==> config.mk <==
export PLATFORM = sky130hd
export DESIGN_NAME = alu_ctrl_decode_stage
export DESIGN_NICKNAME = d
export VERILOG_FILES = /design/src/rtl/alu_ctrl_decode_stage.sv
export SDC_FILE = /design/constraint.sdc
export NUM_CORES = 1
export LEC_CHECK = 0
export CORE_AREA = 4 4 104 106
export CTS_BUF_LIST = sky130_fd_sc_hd__clkbuf_8
export DETAILED_ROUTE_END_ITERATION = 16
export DIE_AREA = 0 0 108 110
export HOLD_SLACK_MARGIN = 0.06
export PLACE_DENSITY_LB_ADDON = 0.05
export SYNTH_ARGS = -nofsm -noshare
export SYNTH_HDL_FRONTEND = slang
export SYNTH_SLANG_ARGS = --single-unit
==> constraint.sdc <==
create_clock -name clk -period 1.5 [get_ports clk]
set_input_delay 0.15 -clock clk [delete_from_list [all_inputs] [get_ports clk]]
set_output_delay 0.15 -clock clk [all_outputs]
set_load 0.01 [all_outputs]
==> src/rtl/alu_ctrl_decode_stage.sv <==
// alu_ctrl_decode_stage
//   ID->EX stage for RV32I ALU-class instructions (OP, OP-IMM, LUI, AUIPC).
//   It decodes the instruction into the 6-bit ALU control word, operand selects
//   and immediate, then registers the result into the ID/EX pipeline register.
//   The register uses valid/ready back-pressure and can be flushed.
//   Opcodes that are not ALU-class still travel down the pipe as valid entries
//   with alu_class=0, so the other decoders keep seeing them.
//
// Ports
//   clk, rst_n              clock (rising edge) and async active-low reset
//   id_valid/id_ready       input handshake (id_ready is combinational)
//   id_instr, id_pc         instruction word and its PC
//   flush                   kill the ID/EX contents and drop the input
//   ex_valid/ex_ready       output handshake
//   ex_aluc                 {shift_type[1:0], op_sel, mux_sel[2:0]}
//   ex_imm                  immediate (I-type sign-extended, shamt, or U-type)
//   ex_src_b_imm/src_a_pc   operand selects
//   ex_rs1/ex_rs2/ex_rd     register indices (raw instruction fields)
//   ex_reg_we               rd write enable
//   ex_setlt                00 none, 01 SLT, 10 SLTU
//   ex_alu_class/ex_illegal decode classification
//   ex_pc                   registered PC
module alu_ctrl_decode_stage #(
  parameter int XLEN = 32,
  parameter int AW   = 5
) (
  input  logic            clk,
  input  logic            rst_n,
  input  logic            id_valid,
  output logic            id_ready,
  input  logic [31:0]     id_instr,
  input  logic [XLEN-1:0] id_pc,
  input  logic            flush,
  input  logic            ex_ready,
  output logic            ex_valid,
  output logic [5:0]      ex_aluc,
  output logic [XLEN-1:0] ex_imm,
  output logic            ex_src_b_imm,
  output logic            ex_src_a_pc,
  output logic [AW-1:0]   ex_rs1,
  output logic [AW-1:0]   ex_rs2,
  output logic [AW-1:0]   ex_rd,
  output logic            ex_reg_we,
  output logic [1:0]      ex_setlt,
  output logic            ex_alu_class,
  output logic            ex_illegal,
  output logic [XLEN-1:0] ex_pc
);

  localparam logic [6:0] OPC_OP    = 7'b0110011;
  localparam logic [6:0] OPC_OPIMM = 7'b0010011;
  localparam logic [6:0] OPC_LUI   = 7'b0110111;
  localparam logic [6:0] OPC_AUIPC = 7'b0010111;

  localparam logic [5:0] ALUC_ADD = 6'b000000;
  localparam logic [5:0] ALUC_SUB = 6'b001000;
  localparam logic [5:0] ALUC_AND = 6'b000010;
  localparam logic [5:0] ALUC_OR  = 6'b001010;
  localparam logic [5:0] ALUC_XOR = 6'b000100;
  localparam logic [5:0] ALUC_LUI = 6'b001100;
  localparam logic [5:0] ALUC_SLL = 6'b000101;
  localparam logic [5:0] ALUC_SRL = 6'b001101;
  localparam logic [5:0] ALUC_SRA = 6'b011101;

  typedef struct packed {
    logic [5:0]      aluc;
    logic [XLEN-1:0] imm;
    logic            src_b_imm;
    logic            src_a_pc;
    logic [AW-1:0]   rs1;
    logic [AW-1:0]   rs2;
    logic [AW-1:0]   rd;
    logic            reg_we;
    logic [1:0]      setlt;
    logic            alu_class;
    logic            illegal;
    logic [XLEN-1:0] pc;
  } ex_t;

  // ---------------- decode ----------------
  logic [6:0]         opc, f7;
  logic [2:0]         f3;
  logic signed [11:0] i12;
  logic signed [31:0] u32;
  logic [4:0]         shamt;
  logic               alt, legal;
  logic [5:0]         op_aluc;
  logic [1:0]         op_setlt;
  ex_t                dec_d;

  assign opc   = id_instr[6:0];
  assign f3    = id_instr[14:12];
  assign f7    = id_instr[31:25];
  assign i12   = id_instr[31:20];
  assign u32   = {id_instr[31:12], 12'b0};
  assign shamt = id_instr[24:20];

  // Shared funct3 -> ALU word table. alt selects SUB/SRA; the compare ops
  // reuse the SUB word and mark the flavour in setlt.
  always_comb begin
    op_aluc  = ALUC_ADD;
    op_setlt = 2'b00;
    case (f3)
      3'b000: op_aluc = alt ? ALUC_SUB : ALUC_ADD;
      3'b001: op_aluc = ALUC_SLL;
      3'b010: begin op_aluc = ALUC_SUB; op_setlt = 2'b01; end
      3'b011: begin op_aluc = ALUC_SUB; op_setlt = 2'b10; end
      3'b100: op_aluc = ALUC_XOR;
      3'b101: op_aluc = alt ? ALUC_SRA : ALUC_SRL;
      3'b110: op_aluc = ALUC_OR;
      default: op_aluc = ALUC_AND;
    endcase
  end

  always_comb begin
    alt   = 1'b0;
    legal = 1'b1;
    dec_d = '0;
    dec_d.rs1 = AW'(id_instr[19:15]);
    dec_d.rs2 = AW'(id_instr[24:20]);
    dec_d.rd  = AW'(id_instr[11:7]);
    dec_d.pc  = id_pc;
    case (opc)
      OPC_OP: begin
        dec_d.alu_class = 1'b1;
        alt   = f7[5];
        legal = (f7 == 7'b0000000) ||
                (f7 == 7'b0100000 && (f3 == 3'b000 || f3 == 3'b101));
        dec_d.aluc  = op_aluc;
        dec_d.setlt = op_setlt;
      end
      OPC_OPIMM: begin
        dec_d.alu_class = 1'b1;
        // Only SRAI has an alternate form; ADDI with imm[10]=1 is still ADD.
        alt = (f3 == 3'b101) && f7[5];
        if (f3 == 3'b001)      legal = (f7 == 7'b0000000);
        else if (f3 == 3'b101) legal = (f7 == 7'b0000000) || (f7 == 7'b0100000);
        dec_d.aluc      = op_aluc;
        dec_d.setlt     = op_setlt;
        dec_d.src_b_imm = 1'b1;
        dec_d.imm       = (f3 == 3'b001 || f3 == 3'b101) ? XLEN'(shamt) : XLEN'(i12);
      end
      OPC_LUI: begin
        dec_d.alu_class = 1'b1;
        dec_d.aluc      = ALUC_LUI;
        dec_d.src_b_imm = 1'b1;
        dec_d.imm       = XLEN'(u32);
      end
      OPC_AUIPC: begin
        dec_d.alu_class = 1'b1;
        dec_d.aluc      = ALUC_ADD;
        dec_d.src_a_pc  = 1'b1;
        dec_d.src_b_imm = 1'b1;
        dec_d.imm       = XLEN'(u32);
      end
      default: ;
    endcase
    if (!legal) begin
      // Illegal encodings keep their indices/PC for the trap logic but
      // carry no ALU work.
      dec_d.illegal   = 1'b1;
      dec_d.aluc      = '0;
      dec_d.setlt     = '0;
      dec_d.imm       = '0;
      dec_d.src_b_imm = 1'b0;
      dec_d.src_a_pc  = 1'b0;
    end
    dec_d.reg_we = dec_d.alu_class && legal && (dec_d.rd != '0);
  end

  // ---------------- ID/EX register ----------------
  ex_t  ex_q;
  logic valid_q;
  logic load;

  // During a flush the stage is always "ready", but whatever is offered is dropped.
  assign id_ready = flush | ex_ready | ~valid_q;
  assign load     = id_valid & id_ready & ~flush;

  always_ff @(posedge clk or negedge rst_n) begin
    if (!rst_n) begin
      valid_q <= 1'b0;
      ex_q    <= '0;
    end else if (flush) begin
      valid_q <= 1'b0;
    end else if (load) begin
      valid_q <= 1'b1;
      ex_q    <= dec_d;
    end else if (ex_ready) begin
      valid_q <= 1'b0;
    end
  end

  assign ex_valid     = valid_q;
  assign ex_aluc      = ex_q.aluc;
  assign ex_imm       = ex_q.imm;
  assign ex_src_b_imm = ex_q.src_b_imm;
  assign ex_src_a_pc  = ex_q.src_a_pc;
  assign ex_rs1       = ex_q.rs1;
  assign ex_rs2       = ex_q.rs2;
  assign ex_rd        = ex_q.rd;
  assign ex_reg_we    = ex_q.reg_we;
  assign ex_setlt     = ex_q.setlt;
  assign ex_alu_class = ex_q.alu_class;
  assign ex_illegal   = ex_q.illegal;
  assign ex_pc        = ex_q.pc;

endmodule

==> results.txt, run 1 <==
----------------------------------------------------
[Timing]
  Clock skew after layout ... 8.55 ps
  Post-route setup TNS ... -5.44 ps
  Setup repair after global routing missed its margin ... yes
  Pins Over Slew Limit ... 0
  Worst setup margin ... -5.44 ps
  Worst slew pin tran ... between 500 and 600 ps
  Slew headroom ... 0.617
  # setup viols final ... 1
  Final Hold Viols ... 0
  Fin crit share ... 1.00
  Max frequency ... around 0.66 GHz
  Minimum clock period ... between 1500 and 2000 ps

[Synthesis]
  Flip-flop cell with the highest count after synthesis ... dfrtp_1
  Syn nets ... 471
  Proportion of synthesized area in mux cells ... 0.00298
  Synthesized-area fraction occupied by adder cells ... 0
  Post-synthesis cell area ... roughly 3800 um^2
  #FFs+latches synth ... 92
  Post-synth ARST share ... 1.00
  Syn_area_per_cell ... ~9.4 um^2
  Main combinational cell family by area after synthesis ... simple AND/OR/NAND/NOR gates
  Count of yosys warnings during synthesis ... 0
  Cells after Synth ... 402
  Number of distinct library cell variants in the gate-level netlist after synthesis ... between 40 and 50
  Number of synthesized flops with an enable pin ... 0
  Synthesized-area fraction occupied by and/or/nand/nor cells ... 0.262
  Post-Synth XOR/XNOR Area ... 0
  Seq/Total Area, Yosys ... 0.610
  Compound-cell area share of the yosys netlist ... 0.0958

[Floorplanning]
  Die extent in x ... 108 um
  Placeable core region ... between 9000 and 10000 um^2
  Floorplan die area ... ~12000 um^2
  FP Rows ... 36
  Initial Utilization ... 0.386
  Ports ... roughly 160
  Die Span Y ... 110 um

[Clocking]
  Number of levels in the clock H-tree ... 3
  Clk buf depth ... 2
  Total clock buffers created by CTS ... 9
  Register clock-pin slew on the reported worst setup and hold paths ... about 90 ps
  Later-pin clock latency in the skew report ... between 300 and 400 ps
  Clock sink count ... 92
  Clock tree from TritonCTS ... yes
  Post-CTS repair timing setup buffer count ... 0
  Clock root buffer ... clkbuf_8

[Place]
  Number of port buffers ... ~160
  Post-detailed-placement half-perimeter wirelength ... 8680 um
  Post-placement cell count ... 719
  Dpl ws ... -593 ps
  Routability Congestion ... 0.808

[Cells and area]
  Layout Utilization ... 0.630
  Number of nets in the layout ... approximately 670
  Antenna cells ... 0
  Fraction of layout instances using a drive strength above 1 ... 0.133
  Most common library cell in the layout ignoring fill and taps ... nand2_1
  Count of non-filler cells in the finished layout ... about 740
  Syn-to-layout area delta ... 63.1%
  Most used cells in the layout excluding fill and tap cells ... 169 x nand2_1, 151 x clkdlybuf4s50_1, 92 x dfrtp_1, 41 x buf_4, 19 x nand3_1

[Pwr]
  Reported leakage power ... just under 3 nW
  Power Dens Cells ... around 980 nW/um^2
  Peak supply drop ... approximately 0.00047 V
  Total Power ... roughly 6.0 mW

[Route]
  Mean routed wirelength per cell ... between 15 and 20 um
  Total wire length ... roughly 11000 um
  Vias per std cell ... around 4.8
  Detailed Route Iter0 Violations ... 175
  Remaining antenna violation count after routing ... 0
  Via count ... 3510
  Residual DRC count ... 0
  DRT Pass-1 Iters ... 4

[Run status]
  Failing checks ... negative setup slack
  Outcome ... complete, but fails checks

[Setup path]
  Data required time at the worst endpoint ... between 1500 and 2000 ps
  CP endpoint kind ... flop
  Cell Chain, Critical Path ... clkdlybuf4s50_1, and4bb_2, nand2_1, a211oi_1, mux2_2
  Worst Path Max Fanout ... 4
  Class of the most critical setup path ... input pin to flop
  Peak per-stage delay on the critical path ... roughly 500 ps
  Cell with the largest stage delay on the worst path ... a211oi_1
  Arrival time worst endpoint ... 1800 ps
  Worst Setup Start Kind ... input pin

[GRT]
  Antenna violations before repair ... 0
  Maximum number of pins on one net before global-route repair ... a little over 40
  Total overflow reported by the global router ... 0
  First-pass GRT wire length ... between 15000 and 20000 um
  Global Route Usage Sum ... 0.194
  Number of global-route vias before repair ... about 3.6k

[Flow run]
  Max-Cap Viols ... 0

[Hold path]
  Path category of the worst min-delay check ... input pin to flop

----------------------------------------------------
critical path, delay by kind of cell:
kind                   cells  cell delay, ps
buffers and inverters      1             420
AND/OR/NAND/NOR            2             460
multiplexers               1             260
AO/OA/AOI/OAI              1             500
per-stage QoR:
stage,hold WS (ps),cell area [um^2]
final,261,6150
after global placement,97.5,5920
after floorplan,-146,3780
after CTS,247,6140
after detailed placement,99.5,5920
after global routing,269,6150
cell type report:
type	instances	area, um^2
clock buffer	10	138
clock inverter	6	77.6
fill	884	3620
inverter	1	3.75
multi-input combinational	284	1390
sequential	92	2300
tap	133	166
timing repair buffer	210	2080
cells by family (layout without fill, tap and decap cells):
| family | after synthesis | in the layout |
|---|---|---|
| AO/OA/AOI/OAI | 54 | 54 |
| buffers and inverters | 26 | 227 |
| flip-flops | 92 | 92 |
| multiplexers | 1 | 1 |
| other | 1 | 1 |
| AND/OR/NAND/NOR | 228 | 228 |
synth_stat cells (all sizes together), types with 3 or more instances:
cell type,n,share of area
nand2,170,0.17
nand3,19,0.025
buf,9,0.011
o21ai,14,0.019
a21oi,14,0.019
o31ai,6,0.012
a22o,12,0.028
nor3,3,0.0070
nor2,17,0.017
nor2b,3,0.0050
clkbuf,16,0.016
dfrtp,92,0.61
timing repair:
action	4_1_cts	5_1_grt
pin swaps	4	1
endpoints found under the setup margin	14	13
hold endpoints to repair	52	0
hold buffers	1	0
resized for setup	10	4
report_power, final:
group | total, mW | leakage, nW | switching (mW) | internal [mW]
Combinational | 1.38 | 1.65 | 0.596 | 0.783
Clock | 1.78 | 0.107 | 0.932 | 0.848
Sequential | 2.85 | 1.19 | 0.131 | 2.72
Total | 6.01 | 2.95 | 1.66 | 4.35
flip-flops by register name, summed over array words and instances, names as in the netlist:
name / count
ex_imm: 32
ex_pc: 32
ex_aluc: 5
ex_rd: 5
ex_rs1: 5
ex_rs2: 5
ex_setlt: 2
ex_alu_class: 1
ex_illegal: 1
ex_reg_we: 1
ex_src_a_pc: 1
ex_src_b_imm: 1
ex_valid: 1
worst paths after layout:
path / startpoint / to / slack, ps / depth (start not counted)
setup reg to reg: ex_valid / ex_src_b_imm / 110 / 4
hold reg to reg: ex_pc[16] / ex_pc[16] / 480 / 2
max in group asynchronous: rst_n / ex_pc[23] / 670 / 3
hold / removal: id_instr[28] / ex_imm[8] / 260 / 3
min in group asynchronous: rst_n / ex_pc[30] / 280 / 2
setup / recovery: id_instr[2] / ex_illegal / -5 / 5
layer usage:
metal  wire length, um  up-vias  global-route usage  part of all wire
met1              4910     1676               0.257              0.43
met4               153        0              0.0622             0.013
li1                  -     1709                   -                 -
met5                 0        -                   0                 0
met3               805       12              0.0460             0.071
met2              5520      113               0.319              0.48
Note: power is estimated with default switching activity, not from simulation.
==> run 2, diff against run 1 <==
--- a/config.mk
+++ b/config.mk
@@ -10,7 +10,8 @@
 export DETAILED_ROUTE_END_ITERATION = 16
 export DIE_AREA = 0 0 108 110
 export HOLD_SLACK_MARGIN = 0.06
-export PLACE_DENSITY_LB_ADDON = 0.05
+export PLACE_DENSITY = 0.75
+export SLEW_MARGIN = 20
 export SYNTH_ARGS = -nofsm -noshare
 export SYNTH_HDL_FRONTEND = slang
 export SYNTH_SLANG_ARGS = --single-unit
==> run 2 against run 1 <==
  * Worst hold slack worse by 7.4 ps
  * Register-to-register slack is essentially flat
  * Via count is 1.9% higher
  * Critical path type unchanged
  * Combinational power hardly changed
  * Sequential share of layout area decreased by 0.27 points
  * Die area is the same
  * Critical path depth unchanged
  * Wire length increased by 1.5%
  * Largest power group unchanged
  * Core utilization increased by 0.46 points
  * Non-clock buffer count increased by 4
  * The flow now finishes without violations
==> results.txt, run 2 (synthesized netlist as in run 1, its figures left out) <==
----------------------------------------------------
[Run status]
  Outcome ... completed

[Timing]
  Post-route setup TNS ... 0 ps
  Max frequency ... 0.681 GHz
  Fin crit share ... 0.979
  Final Hold Viols ... 0
  Worst setup margin ... between 30 and 40 ps
  # setup viols final ... 0
  Minimum clock period ... ~1500 ps
  Pins Over Slew Limit ... 0
  Setup repair after global routing missed its margin ... no
  Clock skew after layout ... 6.60 ps
  Minimum hold slack ... between 200 and 300 ps

[Place]
  Post-placement cell count ... 721
  Post-detailed-placement half-perimeter wirelength ... 8390 um
  Number of port buffers ... ~160
  Routability Congestion ... between 0.8 and 0.9
  Placed cell areas ... between 5000 and 6000 um^2
  Dpl ws ... -617 ps

[Cells and area]
  Most used cells in the layout excluding fill and tap cells ... 169 x nand2_1, 152 x clkdlybuf4s50_1, 92 x dfrtp_1, 46 x buf_4, 19 x nand3_1
  Layout Utilization ... 0.634
  Most common library cell in the layout ignoring fill and taps ... nand2_1
  Post-route design area ... 6200 um^2
  Count of non-filler cells in the finished layout ... 740
  Fraction of layout instances using a drive strength above 1 ... 0.143
  Number of nets in the layout ... 671
  Syn-to-layout area delta ... 64.3%
  Antenna cells ... 0

[Clocking]
  Clock sink count ... around 90
  Later-pin clock latency in the skew report ... 350 ps
  Clock tree from TritonCTS ... yes
  Clock root buffer ... clkbuf_8
  Register clock-pin slew on the reported worst setup and hold paths ... ~90 ps
  Clk buf depth ... 2
  Number of levels in the clock H-tree ... 3
  Total clock buffers created by CTS ... 9

[Pwr]
  Switching portion of total power ... 0.264
  Power Dens Cells ... a little under 1000 nW/um^2
  Peak supply drop ... around 0.00052 V
  Fraction of power consumed by the clock network ... 0.304
  Fraction of power consumed by sequential logic ... 0.468
  Reported leakage power ... just under 3 nW
  Total Power ... ~6.1 mW
  Internal power component ... about 4.5 mW
  P_sw ... 1.61 mW
  Share of power burned in combinational logic ... 0.228

[GRT]
  First-pass GRT wire length ... between 15000 and 20000 um
  Total overflow reported by the global router ... 0
  Global Route Usage Sum ... 0.195
  Antenna violations before repair ... 0
  Number of global-route vias before repair ... 3730
  Maximum number of pins on one net before global-route repair ... 93

[Floorplanning]
  Die Span Y ... approximately 110 um
  Ports ... approximately 160
  FP Rows ... 36
  Die extent in x ... between 100 and 150 um
  Floorplan die area ... between 10000 and 15000 um^2
  Placeable core region ... between 9000 and 10000 um^2
  Initial Utilization ... 0.386

[Route]
  Total wire length ... 11600 um
  Detailed Route Iter0 Violations ... 172
  Mean routed wirelength per cell ... about 16 um
  Residual DRC count ... 0
  Via count ... 3575
  Vias per std cell ... 4.83
  DRT Pass-1 Iters ... 4
  Remaining antenna violation count after routing ... 0

[Setup path]
  Class of the most critical setup path ... input pin to flop
  Worst Path Max Fanout ... 2
  CP endpoint kind ... flop
  Worst Setup Start Kind ... input pin
  Data required time at the worst endpoint ... between 1500 and 2000 ps
  Arrival time worst endpoint ... about 1700 ps

[Flow run]
  Max-Cap Viols ... 0

[Hold path]
  Path category of the worst min-delay check ... input pin to flop

----------------------------------------------------
-- run 2: area by class of cell --
class | count | area (um^2)
tap | 133 | 166
clock buffer | 10 | 138
fill | 832 | 3570
sequential | 92 | 2300
inverter | 1 | 3.75
clock inverter | 6 | 87.6
timing repair buffer | 214 | 2090
multi-input combinational | 284 | 1410
-- run 2: power by group through the flow --
stage	sequential, mW	clock [mW]	combinational, mW
after global routing	2.89	2.00	1.51
final	2.86	1.86	1.39
after detailed placement	2.90	0	1.40
after global placement	2.89	0	1.37
after CTS	2.86	1.88	1.41
after floorplan	3.01	0	0.321
-- run 2: path summary, 6_finish.rpt --
check	start	depth (start not counted)	endpoint	slack [ps]
worst max-delay path	id_instr[29]	5	ex_src_b_imm	30
worst min-delay path	id_instr[27]	3	ex_imm[7]	250
worst max register to register	ex_valid	4	ex_src_b_imm	110
worst min register to register	ex_alu_class	2	ex_alu_class	480
max in group asynchronous	rst_n	3	ex_pc[31]	730
min in group asynchronous	rst_n	3	ex_imm[6]	380
-- run 2: repair_timing --
item,CTS,global route
pin swaps,4,1
hold buffers,1,0
buffers inserted,2,0
resized for setup,13,5
endpoints found under the hold margin,92,0
setup endpoints to repair,16,12
-- run 2: per-layer routing --
metal	global-route usage	part of all wire	up-vias
met5	0	0	-
met4	0.0658	0.020	0
met1	0.253	0.42	1704
met2	0.316	0.48	130
li1	-	-	1720
met3	0.0553	0.078	21
-- run 2: worst max-delay path, stage by stage --
cell and delay (ps):
dlygate4sd2_1 250, or4_4 520, o41a_1 390, buf_4 160, o311ai_1 240
==> run 3, diff against run 2 <==
--- a/config.mk
+++ b/config.mk
@@ -7,10 +7,12 @@
 export LEC_CHECK = 0
 export CORE_AREA = 4 4 104 106
 export CTS_BUF_LIST = sky130_fd_sc_hd__clkbuf_8
+export CTS_CLUSTER_DIAMETER = 80
 export DETAILED_ROUTE_END_ITERATION = 16
 export DIE_AREA = 0 0 108 110
 export HOLD_SLACK_MARGIN = 0.06
 export PLACE_DENSITY = 0.75
+export SETUP_SLACK_MARGIN = 0.5
 export SLEW_MARGIN = 20
 export SYNTH_ARGS = -nofsm -noshare
 export SYNTH_HDL_FRONTEND = slang
==> run 3 against run 2 <==
  * Flip-flop and latch count unchanged
  * Sequential share of layout area is 6.4 points lower
  * First-iteration DRC count rose by 9.3%
  * Critical path depth is 3 higher
  * Setup slack improved by 94 ps
  * Via count rose by 13%
  * Clock-buffer cell count is 1 lower
  * Die area unchanged
  * Worst hold slack got worse by 150 ps
  * Maximum frequency rose by 6.9%
  * Critical endpoint is now ex_imm[24]
  * Largest cell class is now buffers
  * Highest routed layer unchanged
==> results.txt, run 3 (synthesized netlist as in run 1, its figures left out) <==
----------------------------------------------------
[Run status]
  Outcome ... completed

[Timing]
  Post-route setup TNS ... 0 ps
  Pins Over Slew Limit ... 0
  Clock skew after layout ... roughly 13 ps
  Setup repair after global routing missed its margin ... yes
  Minimum clock period ... ~1400 ps
  # setup viols final ... 0
  Fin crit share ... 0.916
  Max frequency ... approximately 0.73 GHz
  Worst setup margin ... roughly 130 ps
  Final Hold Viols ... 0

[Clocking]
  Register clock-pin slew on the reported worst setup and hold paths ... roughly 100 ps
  Clock sink count ... roughly 90
  Clock root buffer ... clkbuf_8
  Clk buf depth ... 2
  Number of levels in the clock H-tree ... 3
  Total clock buffers created by CTS ... 9
  Later-pin clock latency in the skew report ... 370 ps
  Clock tree from TritonCTS ... yes

[Route]
  Total wire length ... 14900 um
  Mean routed wirelength per cell ... around 18 um
  DRT Pass-1 Iters ... 4
  Residual DRC count ... 0
  Via count ... roughly 4k
  Detailed Route Iter0 Violations ... ~190
  Vias per std cell ... 4.94
  Remaining antenna violation count after routing ... 0

[GRT]
  Number of global-route vias before repair ... approximately 4k
  First-pass GRT wire length ... 21000 um
  Global Route Usage Sum ... 0.228
  Antenna violations before repair ... 0
  Total overflow reported by the global router ... 0
  Maximum number of pins on one net before global-route repair ... 35

[Pwr]
  Total Power ... roughly 6.4 mW
  Peak supply drop ... between 0.0006 and 0.0007 V
  Reported leakage power ... between 3 and 4 nW
  Power Dens Cells ... about 850 nW/um^2

[Cells and area]
  Syn-to-layout area delta ... 98.5%
  Most common library cell in the layout ignoring fill and taps ... dfrtp_1
  Number of filler instances in the final layout ... around 640
  Most used cells in the layout excluding fill and tap cells ... 92 x dfrtp_1, 91 x buf_4, 78 x nand2_1, 59 x nand2_2, 58 x buf_2
  Antenna cells ... 0
  Fraction of layout instances using a drive strength above 1 ... 0.554
  Number of nets in the layout ... approximately 750

[Setup path]
  CP endpoint kind ... flop
  Peak per-stage delay on the critical path ... between 400 and 500 ps
  Cell with the largest stage delay on the worst path ... dfrtp_1
  Data required time at the worst endpoint ... about 1800 ps
  Critical Path Most Common Cell ... buf_12
  WP buf/inv ... 4
  Arrival time worst endpoint ... around 1600 ps
  Cell Chain, Critical Path ... nand2b_4, buf_6, buf_12, nand2_8, buf_12, buf_12, nand2_2, nand3_2
  Worst Setup Start Kind ... flop
  Class of the most critical setup path ... flop to flop
  CP top delay family ... buffers and inverters
  Worst Path Max Fanout ... 7

[Floorplanning]
  FP Rows ... 36
  Ports ... 163
  Die extent in x ... about 110 um
  Placeable core region ... slightly below 10000 um^2
  Floorplan die area ... around 12000 um^2
  Die Span Y ... roughly 110 um
  Initial Utilization ... 0.386

[Flow run]
  Max-Cap Viols ... 0

[Place]
  Routability Congestion ... between 0.7 and 0.8
  Post-detailed-placement half-perimeter wirelength ... approximately 8800 um
  Number of port buffers ... approximately 160
  Dpl ws ... -614 ps

[Hold path]
  Path category of the worst min-delay check ... input pin to flop

----------------------------------------------------
[run 3: changes by cell type in the layout (fill, tap and decap cells not counted), sizes merged]
cell / previous run / this run
and2: 1 / 2
buf: 54 / 226
bufbuf: 0 / 2
bufinv: 2 / 1
clkbuf: 10 / 11
clkdlybuf4s15: 2 / 1
clkdlybuf4s50: 152 / 53
clkinvlp: 3 / 2
dlygate4sd2: 3 / 10
dlymetal6s2s: 2 / 0
inv: 1 / 4
[run 3: where the power goes]
group          switching, mW  internal [mW]  leakage, nW  total [mW]
Combinational          0.842          0.975         2.62        1.82
Clock                  0.909          0.751       0.0990        1.66
Sequential             0.160           2.72         1.19        2.88
Total                   1.91           4.45         3.91        6.36
[run 3: worst paths after layout]
path / from / endpoint / slack, ps / cells after the start
max in group asynchronous: rst_n / ex_imm[19] / 730 / 3
worst min-delay path: id_instr[28] / ex_imm[8] / 110 / 3
worst max-delay path: ex_valid / ex_imm[24] / 130 / 8
min in group asynchronous: rst_n / ex_imm[29] / 250 / 2
worst max register to register: ex_valid / ex_imm[24] / 130 / 8
worst min register to register: ex_pc[20] / ex_pc[20] / 470 / 2
[run 3: timing repair]
action	in CTS	in global routing
setup endpoints to repair	184	184
cloned	8	3
buffers inserted	39	37
pin swaps	34	59
endpoints found under the hold margin	59	0
hold buffers	1	0
resized for setup	495	133
[run 3: cell type report]
class / count / area, um^2 / area share
timing repair buffer: 295 / 2810 / 0.375
tap: 133 / 166 / 0.0222
sequential: 92 / 2300 / 0.307
clock buffer: 9 / 124 / 0.0165
clock inverter: 7 / 61.3 / 0.00818
multi-input combinational: 285 / 2020 / 0.270
inverter: 1 / 3.75 / 0.000501
[run 3: worst reg2reg max path: cells and delay by family, from the launching register on]
kind,cells,cell delay (ps)
buffers and inverters,4,530
DFF,1,410
and+or+nand+nor,4,310
[run 3: stage by stage]
| step | hold slack (ps) | area [um^2] | cells | util |
|---|---|---|---|---|
| global placement | 97.1 | 6010 | 718 | 0.615 |
| detailed placement | 105 | 6010 | 718 | 0.615 |
| finish | 107 | 7490 | 822 | 0.766 |
| global route | 108 | 7490 | 822 | 0.766 |
| floorplan | -146 | 4000 | 402 | - |
| CTS | 83.0 | 6650 | 782 | 0.680 |
[run 3: routing by layer]
layer / global-route usage / routed length, um / vias to the layer above
li1: - / - / 1885
met1: 0.295 / 5910 / 2015
met2: 0.385 / 7990 / 127
met3: 0.0320 / 631 / 30
met4: 0.101 / 385 / 0
met5: 0 / 0 / -
==> variant 1, RTL diff (config.mk and constraints of run 2) <==
Make the reset (`rst_n`) synchronous in one clocked block. Comments in the files are not updated.
--- a/src/rtl/alu_ctrl_decode_stage.sv
+++ b/src/rtl/alu_ctrl_decode_stage.sv
@@ -178,5 +178,5 @@
   assign load     = id_valid & id_ready & ~flush;
 
-  always_ff @(posedge clk or negedge rst_n) begin
+  always_ff @(posedge clk) begin
     if (!rst_n) begin
       valid_q <= 1'b0;
Behaviour: differs if rst_n is asserted again (counterexample within 4 cycles, from zero or initial values and one cycle with rst_n low); with rst_n held inactive, the same outputs for 10 cycles.
==> variant 1 against run 2 <==
Combinational power shrank 42%. Die area stayed put. Worst setup slack got worse by 5.7 ps. Synthesized area shrank 4.8%. Clock power shrank 7%. Cell area down 1.8%. Worst hold slack improved by 41 ps. Power decreased by 17%. Routed wire length grew 5.3%. Synthesized cell count increased by 8.2%. Sequential cell count did not move. Critical path type is now reg -> reg. Highest routed layer unchanged.
==> variant 1: results <==
group,metric,value,unit
cts,cts_buffers,9,
detailed_routing,drt-initial-drc-count,170,
detailed_routing,vias,3850,
min_path,hold_depth,4,
finish,drive_gt1_share,15.7,%
worst_setup_path,path_class,"reg -> reg",
synth,ys_top_cells_by_area,"dfxtp_1 (51%), nand2_1 (14%), a21oi_1 (8.5%), a31oi_1 (3.0%), nand3_1 (2.8%)",
synth,synth_cell_type_count,47,
min_path,worstHoldStart,"id_instr[12]",
global_routing,grt_pass1_wl,18300,µm
power_and_ir_drop,peakVddDrop,0.000495,V
worst_setup_path,crit_family,"buffers and inverters",
status,outcome,"completed",
power_and_ir_drop,p_leak,0.00224,µW
cts,path_clk_slew,100,ps
worst_setup_path,r2r_setup_slack,30,ps
finish,finalNonFillerCells,770,
place,dp_hpwl,9040,µm
min_path,hp-class,"in -> reg",
synth,synth_common_cells,"nand2_1 (131), dfxtp_1 (92), a21oi_1 (61)",
power_and_ir_drop,powerComb,808,µW
cts,ctsResizeCount,12,
place,port_buffers,161,
place,placedCellCount,748,
power_and_ir_drop,p_clk_share,34.2,%
finish,n_fill_cell,811,
finish,nets,701,
timing,clock_skew,9.24,ps
synth,yosysSeqAreaShare,51.3,%
worst_setup_path,cpMaxStageDelayCell,"dfxtp_2",
detailed_routing,firstDrtPassIters,5,
worst_setup_path,critPathArrivalTime,1760,ps
worst_setup_path,cp_max_fo,25,
cts,htree_levels,3,
synth,postSynthNetCount,504,
synth,ys.flop_type,"dfxtp_1",
worst_setup_path,r2r_start,"ex_valid",
place,routabilityCongestion,0.863,
place,place_area,5710,µm²
worst_setup_path,r2r_cells,7,
min_path,whs_endpoint,"ex_setlt[1]",
synth,async_flop_share,0,%
place,place_ws,-449,ps
timing,fin_hold_ws,294,ps
cts,clock-root-buffer,"clkbuf_8",
timing,timing.final.crit_period,1470,ps
global_routing,grt_start_max_net_pins,51,
worst_setup_path,slowest_delay,340,ps
global_routing,track_usage,19.7,%
synth,avgSynthCellArea,8.26,µm²
global_routing,grt_pass1_vias,3655,
power_and_ir_drop,p_sw,1330,µW
power_and_ir_drop,power.density,833,nW/µm²
worst_setup_path,r2r_end,"ex_rs1[1]",
detailed_routing,wl_per_cell,15.8,µm
## variant 1: changes by cell type after synthesis, moves of 17 or more
cell     delta
dfxtp_1    +92
a21oi_1    +47
a31oi_1    +17
dfrtp_1    -92
nand2_1    -39
## variant 1: cell families after synthesis
family,after synthesis,share of synthesized area [%]
XOR/XNOR,1,0.244
AO/OA/AOI/OAI,105,18.1
flip-flops,92,51.3
AND/OR/NAND/NOR,190,24.8
buffers and inverters,46,5.54
other,1,0.104
## variant 1: final cells by class
class                      instances  area (µm²)  area share (%)
tap                              133         166            2.73
inverter                          11        41.3           0.678
sequential                        92        1840            30.3
multi-input combinational        297        1650            27.1
clock inverter                     7        83.8            1.38
clock buffer                       9         124            2.03
timing repair buffer             221        2180            35.8
## variant 1: layer usage
metal	track usage, %	vias to the layer above	share of wire [%]
li1	-	1897	-
met1	23.3	1802	40
met2	34.0	139	51
met3	6.81	12	8.8
met4	5.50	0	0.99
met5	0	-	0
==> variant 2, RTL diff (config.mk and constraints of run 2) <==
Without the edit above. `XLEN`: 32 -> 16.
--- a/src/rtl/alu_ctrl_decode_stage.sv
+++ b/src/rtl/alu_ctrl_decode_stage.sv
@@ -22,5 +22,5 @@
 //   ex_pc                   registered PC
 module alu_ctrl_decode_stage #(
-  parameter int XLEN = 32,
+  parameter int XLEN = 16,
   parameter int AW   = 5
 ) (
Ports: changed (resized ex_imm, ex_pc and id_pc); port bits go from 163 to 115. No check against the original RTL was run, so the function may have changed too.
==> variant 2 against run 2 <==
Sequential cell count fell by 32. Largest cell class unchanged. First-iteration DRC count shrank 62%. Synthesized area fell by 33%. Via count down 33%. Critical path depth is 1 higher. Sequential share of layout area is 1.6 points lower. Core utilization is 20 points lower. Routed wire length fell by 34%. Worst setup slack improved by 36 ps. Cell area shrank 32%. Count of clock-buffer cells in the layout up 1. Global-route usage decreased by 6.3 points. Power is 33% lower.
==> variant 2: results <==
group,metric,value,unit
status,outcome,"completed",
timing,setup_violations,0,
synth,synth_compound_area_share,8.05,%
synth,yosysWarnings,0,
place,place_area,3980,µm²
global_routing,grt_start_max_net_pins,61,
worst_setup_path,critPathArrivalTime,1710,ps
synth,yosysSeqAreaShare,59.2,%
cts,htree_levels,3,
place,port_buffers,113,
detailed_routing,avgViaCountPerCell,4.39,
synth,synth_cell_type_count,36,
global_routing,use_met3,3.73,%
worst_setup_path,crit_family,"simple AND/OR/NAND/NOR gates",
synth,ys_top_cells_by_area,"dfrtp_1 (59%), nand2_1 (19%), nand3_1 (2.0%), o21ai_0 (1.8%), a22o_1 (1.7%)",
place,placedCellCount,526,
worst_setup_path,cpMaxStageDelayCell,"clkdlybuf4s50_1",
synth,postSynthNetCount,322,
place,dp_hpwl,5690,µm
synth,synthMuxAreaShare,0.444,%
detailed_routing,drt-total-wl,7600,µm
worst_setup_path,cp_max_fo,5,
place,routabilityCongestion,0.836,
global_routing,grt_pass1_wl,12100,µm
synth,ys.flop_type,"dfrtp_1",
power_and_ir_drop,p_sw,1050,µW
detailed_routing,firstDrtPassIters,4,
finish,antenna_cells,0,
finish,nets,460,
power_and_ir_drop,peakVddDrop,0.000401,V
worst_setup_path,slowest_delay,520,ps
place,place_ws,-344,ps
finish,drive_gt1_share,14.8,%
power_and_ir_drop,p_leak,0.00201,µW
detailed_routing,drt-initial-drc-count,65,
global_routing,use_met1,16.8,%
global_routing,grt_overflow,0,
global_routing,grt_pass1_vias,2459,
cts,path_clk_slew,60,ps
detailed_routing,vias,2391,
synth,avgSynthCellArea,9.42,µm²
synth,synth_xor_area_share,0.346,%
min_path,hp-class,"in -> reg",
cts,clock-root-buffer,"clkbuf_8",
global_routing,track_usage,13.1,%
cts,cts_buffer_depth,2,
global_routing,grt_antenna_before_repair,0,
cts,clock_latency,330,ps
cts,cts_buffers,9,
global_routing,met2_usage,21.4,%
synth,async_flop_share,100,%
synth,synthAdderAreaFrac,0,%
synth,synth_common_cells,"nand2_1 (126), dfrtp_1 (60), nand3_1 (10)",
timing,clock_skew,4.90,ps
## variant 2: cell count changes in the layout (fill, tap and decap cells not counted), moves of 6 or more
cell,run 2,this run
a21oi_1,14,1
nand3_1,19,10
buf_4,46,27
nor2_1,17,5
a22o_1,11,5
dfrtp_1,92,60
nand2_1,169,126
clkdlybuf4s50_1,152,108
## variant 2: metal layers
layer	part of all wire, %	vias up
li1	-	1146
met1	44	1142
met2	47	91
met3	7.7	12
met4	1.3	0
met5	0	-
## variant 2: timing repair
item,4_1_cts,5_1_grt
hold endpoints to repair,60,0
pin swaps,0,5
endpoints found under the setup margin,1,15
hold buffers,1,0
buffers inserted,0,2
gates cloned,0,0
gates resized for setup,2,7
## variant 2: layout make-up
| type | instances | area (µm²) |
|---|---|---|
| Tap cell | 133 | 166 |
| Sequential cell | 60 | 1500 |
| Inverter | 2 | 7.51 |
| Fill cell | 965 | 5550 |
| Timing Repair Buffer | 143 | 1380 |
| Multi-Input combinational cell | 191 | 962 |
| Clock buffer | 11 | 151 |
| Clock inverter | 5 | 51.3 |
## variant 2: path summary, 6_finish.rpt
path,startpoint,slack (ps),cells after the start,endpoint
worst max register to register,ex_valid,160,5,ex_aluc[2]
max in group asynchronous,rst_n,890,3,ex_imm[8]
worst min register to register,ex_rs1[2],470,2,ex_rs1[2]
worst min-delay path,id_instr[28],100,2,ex_imm[8]
worst max-delay path,id_instr[12],70,6,ex_illegal
min in group asynchronous,rst_n,350,3,ex_rs1[3]
## variant 2: power by group through the flow
| stage | registers, µW | clock network, µW | logic (µW) |
|---|---|---|---|
| after global placement | 1850 | 0 | 806 |
| after floorplan | 1910 | 0 | 198 |
| after detailed placement | 1850 | 0 | 823 |
| after CTS | 1820 | 1520 | 827 |
| final | 1820 | 1470 | 817 |
| after global routing | 1840 | 1610 | 886 |
